## config.mk

```make
export PLATFORM = sky130hd
export DESIGN_NAME = vga_timing_gen
export DESIGN_NICKNAME = d
export VERILOG_FILES = /design/src/rtl/vga_timing_gen.sv
export SDC_FILE = /design/constraint.sdc
export NUM_CORES = 1
export LEC_CHECK = 0
export ABC_AREA = 0
export CORE_ASPECT_RATIO = 0.75
export CORE_MARGIN = 5
export CORE_UTILIZATION = 48
export DETAILED_ROUTE_END_ITERATION = 10
export GPL_TIMING_DRIVEN = 0
export PLACE_DENSITY = 0.75
export REMOVE_ABC_BUFFERS = 1
export SYNTH_ARGS = -nofsm -noshare
export SYNTH_HDL_FRONTEND = slang
export SYNTH_SLANG_ARGS = --single-unit
```

## constraint.sdc

```tcl
create_clock -name real100clock -period 1.9 [get_ports real100clock]
set_clock_uncertainty 0.1 [all_clocks]
set_input_delay 0.38 -clock real100clock [delete_from_list [all_inputs] [get_ports real100clock]]
set_output_delay 0.38 -clock real100clock [all_outputs]
set_load 0.01 [all_outputs]
```

## src/rtl/vga_timing_gen.sv

```systemverilog
// Parametrised VGA timing generator: pixel-clock enable divider, h/v counters,
// registered sync/blank/coordinates, line/frame/animation strobes and frame counter.
module vga_timing_gen #(
  parameter int unsigned PIX_DIV    = 4,
  parameter int unsigned H_ACTIVE   = 640,
  parameter int unsigned H_FP       = 16,
  parameter int unsigned H_SYNC     = 96,
  parameter int unsigned H_BP       = 48,
  parameter int unsigned V_ACTIVE   = 480,
  parameter int unsigned V_FP       = 10,
  parameter int unsigned V_SYNC     = 2,
  parameter int unsigned V_BP       = 33,
  parameter logic        H_SYNC_POL = 1'b0,
  parameter logic        V_SYNC_POL = 1'b0,
  parameter int unsigned ANIM_X     = 5,
  parameter int unsigned ANIM_Y     = 492,
  parameter int unsigned X_W        = 10,
  parameter int unsigned Y_W        = 9,
  parameter int unsigned FC_W       = 16
) (
  input  logic            real100clock,
  input  logic            resetN,
  input  logic            enable,
  output logic            VGAclock,
  output logic            VGAsync,
  output logic            VGAblank,
  output logic            hsync,
  output logic            vsync,
  output logic [X_W-1:0]  xPixel,
  output logic [Y_W-1:0]  yPixel,
  output logic            lineStart,
  output logic            frameStart,
  output logic            animationCLOCK,
  output logic [FC_W-1:0] frameCount
);

  localparam int unsigned H_TOTAL = H_ACTIVE + H_FP + H_SYNC + H_BP;
  localparam int unsigned V_TOTAL = V_ACTIVE + V_FP + V_SYNC + V_BP;
  localparam int unsigned D_W     = $clog2(PIX_DIV);
  // One spare code so the sync-end bound always fits when the back porch is 0.
  localparam int unsigned H_W     = $clog2(H_TOTAL + 1);
  localparam int unsigned V_W     = $clog2(V_TOTAL + 1);

  localparam logic [D_W-1:0] DIV_LAST = D_W'(PIX_DIV - 1);
  localparam logic [D_W-1:0] DIV_HALF = D_W'(PIX_DIV / 2);

  localparam logic [H_W-1:0] H_LAST   = H_W'(H_TOTAL - 1);
  localparam logic [H_W-1:0] H_ACT    = H_W'(H_ACTIVE);
  localparam logic [H_W-1:0] HS_START = H_W'(H_ACTIVE + H_FP);
  localparam logic [H_W-1:0] HS_END   = H_W'(H_ACTIVE + H_FP + H_SYNC);
  localparam logic [H_W-1:0] ANIM_XC  = H_W'(ANIM_X);

  localparam logic [V_W-1:0] V_LAST   = V_W'(V_TOTAL - 1);
  localparam logic [V_W-1:0] V_ACT    = V_W'(V_ACTIVE);
  localparam logic [V_W-1:0] VS_START = V_W'(V_ACTIVE + V_FP);
  localparam logic [V_W-1:0] VS_END   = V_W'(V_ACTIVE + V_FP + V_SYNC);
  localparam logic [V_W-1:0] ANIM_YC  = V_W'(ANIM_Y);

  logic [D_W-1:0]  divCntQ, divCntD;
  logic [H_W-1:0]  hCountQ, hCountD;
  logic [V_W-1:0]  vCountQ, vCountD;
  logic [FC_W-1:0] frameCountQ, frameCountD;
  logic            pixTick;
  logic            hActive, vActive, hSyncOn, vSyncOn;

  assign VGAsync    = 1'b0;
  assign frameCount = frameCountQ;
  assign pixTick    = enable && (divCntQ == DIV_LAST);

  always_comb begin
    divCntD = divCntQ;
    if (enable) begin
      divCntD = (divCntQ == DIV_LAST) ? '0 : divCntQ + D_W'(1);
    end
  end

  always_comb begin
    hCountD     = hCountQ;
    vCountD     = vCountQ;
    frameCountD = frameCountQ;
    if (pixTick) begin
      if (hCountQ == H_LAST) begin
        hCountD = '0;
        if (vCountQ == V_LAST) begin
          vCountD     = '0;
          frameCountD = frameCountQ + FC_W'(1);
        end else begin
          vCountD = vCountQ + V_W'(1);
        end
      end else begin
        hCountD = hCountQ + H_W'(1);
      end
    end
  end

  // Decode from the pre-advance counters; results land one pixel tick later.
  always_comb begin
    hActive = (hCountQ < H_ACT);
    vActive = (vCountQ < V_ACT);
    hSyncOn = (hCountQ >= HS_START) && (hCountQ < HS_END);
    vSyncOn = (vCountQ >= VS_START) && (vCountQ < VS_END);
  end

  always_ff @(posedge real100clock or negedge resetN) begin
    if (!resetN) begin
      divCntQ     <= '0;
      hCountQ     <= '0;
      vCountQ     <= '0;
      frameCountQ <= '0;
    end else begin
      divCntQ     <= divCntD;
      hCountQ     <= hCountD;
      vCountQ     <= vCountD;
      frameCountQ <= frameCountD;
    end
  end

  // VGAclock falls on the same edge the counters advance, so the DAC samples mid-pixel.
  always_ff @(posedge real100clock or negedge resetN) begin
    if (!resetN) begin
      VGAclock       <= 1'b0;
      VGAblank       <= 1'b0;
      hsync          <= ~H_SYNC_POL;
      vsync          <= ~V_SYNC_POL;
      xPixel         <= '0;
      yPixel         <= '0;
      lineStart      <= 1'b0;
      frameStart     <= 1'b0;
      animationCLOCK <= 1'b0;
    end else begin
      VGAclock <= (divCntD >= DIV_HALF);
      if (pixTick) begin
        VGAblank       <= hActive && vActive;
        hsync          <= hSyncOn ? H_SYNC_POL : ~H_SYNC_POL;
        vsync          <= vSyncOn ? V_SYNC_POL : ~V_SYNC_POL;
        xPixel         <= hActive ? X_W'(hCountQ) : '0;
        yPixel         <= vActive ? Y_W'(vCountQ) : '0;
        lineStart      <= (hCountQ == '0);
        frameStart     <= (hCountQ == '0) && (vCountQ == '0);
        animationCLOCK <= (hCountQ == ANIM_XC) && (vCountQ == ANIM_YC);
      end
    end
  end

endmodule

```

==> results.md <==
* Worst path max stage delay at 650 ps
* Total clock buffers created by CTS at 9
* CP arrival at 2240 ps
* Total number of vias at 2,382
* FF/Latch Area at 1610 um^2
* Mapped Cells at 269
* Ys Warns at 0
* Fillers at 421
* Failing checks: negative setup slack
* CTS tree: yes
* Worst vdd ir at 0.672 mV
* Endpoints failing hold at 0
* Fin crit period at 2070 ps
* Hold bufs inserted after CTS at 0
* Largest net degree at the start of global routing at 65
* CP bufs+invs at 1
* Layout cell share with drive strength beyond 1 at 23.4%
* Prevailing post-synth register cell: dfrtp_1
* Sequential share of the synthesized area at 53.7%
* Status: finished, violations left
* Syn Area/Cell at 11.1 um^2
* Final setup vio count at 30
* WL per Instance at 17.1 um
* Mapped Area at 2990 um^2
* Core Area at 5920 um^2
* Hpwl dp at 4130 um
* Die Wd at 101 um
* Nature of the critical path startpoint: flop
* Top-Level Pins at 46
* Area of the multi-input gates at 1450 um^2
* Fin Setup TNS at -2460 ps
* EDFF count, synth at 0
* Max Clk Rate at 483 MHz
* Maxcap violations at 0
* Area grow syn2layout at 35.5%
* Gp weighted congestion at 0.805
* Design Power at 0.00377 W
* Relative slew slack at 46.2%
* CTS H-tree lvls at 3
* Clock Latency Late Sink at 340 ps
* DRT antenna net count at 0
* Starting Density at 50.5%
* RSZ-0062 raised after global routing: true
* CP endpoint kind: flop
* WS Path Type: reg -> reg
* CP Cell Sequence: ha_4 -> nand2_8 -> or4b_4 -> buf_4 -> nor3_2 -> xor2_1
* Iteration-0 DRC Markers at 150
* Final Max Tran Viols at 0
* Hold/Removal Path Class: in -> async
* Area of the die at 7920 um^2
* Asr flop ratio synth at 100%
* Grt ovf at 0
* Antenna fix cells at 0
* Critical path's top delay family: simple AND/OR/NAND/NOR gates
* Ratio of final minimum period to clock period at 109%
* Row cnt at 24
* Mean number of vias per cell at 5.62
* Longest Clk Path Bufs at 2
* Buffers on Ports at 44
* Number of synthesized register bits at 64
* Nets at 352
* Worst Path Required at 2060 ps
* Die Ht at 78.3 um
* Initial antenna violation count at 0
* Final setup margin at -172 ps
* Final Core Density at 68.4%
* Count of cell types in the netlist at 41
* Worst-margin pin slew at 807 ps
* Clock sink total at 64
* Min Hold Slack at 15.6 ps
* Clk root buf: clkbuf_8
* GR Util All Layers at 19.1%
* # DRC at 0
* Vias in the first global route at 2,347
* Routed WL at 7250 um
* Drt pass-1 iters at 4
* Power Density at 931 nW/um^2
* First-pass GRT wire length at 11,900 um
* Worst-path maximum fanout at 18
* Clock transition at the registers of the reported paths at 70 ps
* P_leak at 1.82 nW
* Critical path's slowest cell: or4b_4
-- metrics by stage --
step                      area [um^2]  std cells  setup WS (ps)
after detailed placement         3470        379          -1710
after CTS                        3870        411           -195
final                            4050        424           -172
after floorplan                  2920        256          -1550
after global routing             4050        424           -264
after global placement           3450        378          -3330
-- final cells by class --
cell class | count | share of cell area, %
clock inverter | 3 | 1.05
timing repair buffer | 73 | 16.7
multi-input combinational | 187 | 35.8
inverter | 7 | 0.649
sequential | 64 | 39.8
tap | 78 | 2.41
clock buffer | 12 | 3.59
-- layer usage --
layer | vias up | track usage, % | share of wire, %
li1 | 1115 | - | -
met1 | 1194 | 26.6 | 48
met2 | 65 | 28.9 | 45
met3 | 8 | 5.93 | 6.1
met4 | 0 | 5.58 | 0.94
met5 | - | 0 | 0
-- sequential cells by signal, summed over array words and instances (netlist names) --
register / cells
hCountQ: 10
frameStart: 1
yPixel: 9
vsync: 1
xPixel: 10
VGAblank: 1
VGAclock: 1
frameCount: 16
animationCLOCK: 1
hsync: 1
lineStart: 1
divCntQ: 2
vCountQ: 10
-- power breakdown --
part	internal (W)	switching, W	total (W)
Sequential	0.00155	0.000137	0.00168
Clock	0.000633	0.000510	0.00114
Combinational	0.000498	0.000444	0.000942
-- final timing paths --
check                                from        endpoint  slack [ps]  cells after the start
max in group asynchronous          resetN   frameCount[1]        1090                      1
min                                resetN       xPixel[6]          20                      1
min in group real100clock  frameCount[15]  frameCount[15]         370                      1
max reg2reg                    divCntQ[1]   frameCount[3]        -170                      6
min reg2reg                frameCount[15]  frameCount[15]         370                      1
max                            divCntQ[1]   frameCount[3]        -170                      6
-- kinds of logic (layout without fill, tap and decap cells) --
logic type                 after synthesis  in the layout  synth area share [%]
buffers and inverters                   20             95                  3.27
and+or+nand+nor                        103            105                  20.5
muxes                                    5              5                  1.84
DFF                                     64             64                  53.7
other                                    1              1                 0.126
xor gates and xnor gates                25             25                  7.33
adders and majority gates                7              7                  2.93
AOI/OAI and AO/OA                       44             44                  10.3
-- cells in the final DEF, fill, tap and decap left out, drive strengths merged, types with 2 or more instances in the layout --
master | Yosys | routed
and4 | 5 | 6
a31oi | 2 | 2
inv | 7 | 7
dfstp | 2 | 2
or3 | 3 | 3
xor2 | 10 | 10
mux2 | 4 | 4
nand3 | 17 | 17
a21oi | 3 | 3
clkdlybuf4s50 | 0 | 40
o21ai | 16 | 16
and3 | 10 | 10
o31ai | 2 | 2
dfrtp | 62 | 62
nand2 | 25 | 26
a22o | 17 | 17
nor4b | 3 | 3
ha | 7 | 7
nor3 | 7 | 7
and2 | 4 | 4
buf | 6 | 30
clkbuf | 7 | 12
xnor2 | 15 | 15
nand4 | 13 | 13
nor2 | 12 | 12
-- repair_timing --
item	in CTS	in global routing
setup buffers	16	12
pin swaps	12	14
gates cloned	1	2
gates resized for setup	23	22
setup endpoints to repair	56	42
-- synthesized netlist by cell type, types with 2 or more instances --
library cell,instances,area share (%)
inv_1,7,0.88
nand2_1,25,3.1
xor2_1,10,2.9
nand4_1,13,2.7
nor3_2,5,1.7
o21ai_0,14,2.3
ha_1,7,2.9
nor3_1,2,0.34
buf_2,3,0.50
and3_1,10,2.1
nor2_1,12,1.5
buf_6,2,0.75
and2_1,4,0.84
or3_1,3,0.63
dfrtp_1,62,52
a31oi_1,2,0.42
o31ai_1,2,0.50
dfstp_2,2,1.8
mux2_2,4,1.5
a22o_1,17,5.0
clkbuf_1,7,0.88
o21ai_1,2,0.34
and4_1,5,1.5
a21oi_1,3,0.50
nand3_1,16,2.7
xnor2_1,15,4.4
Power figures use the tool's default switching activity.
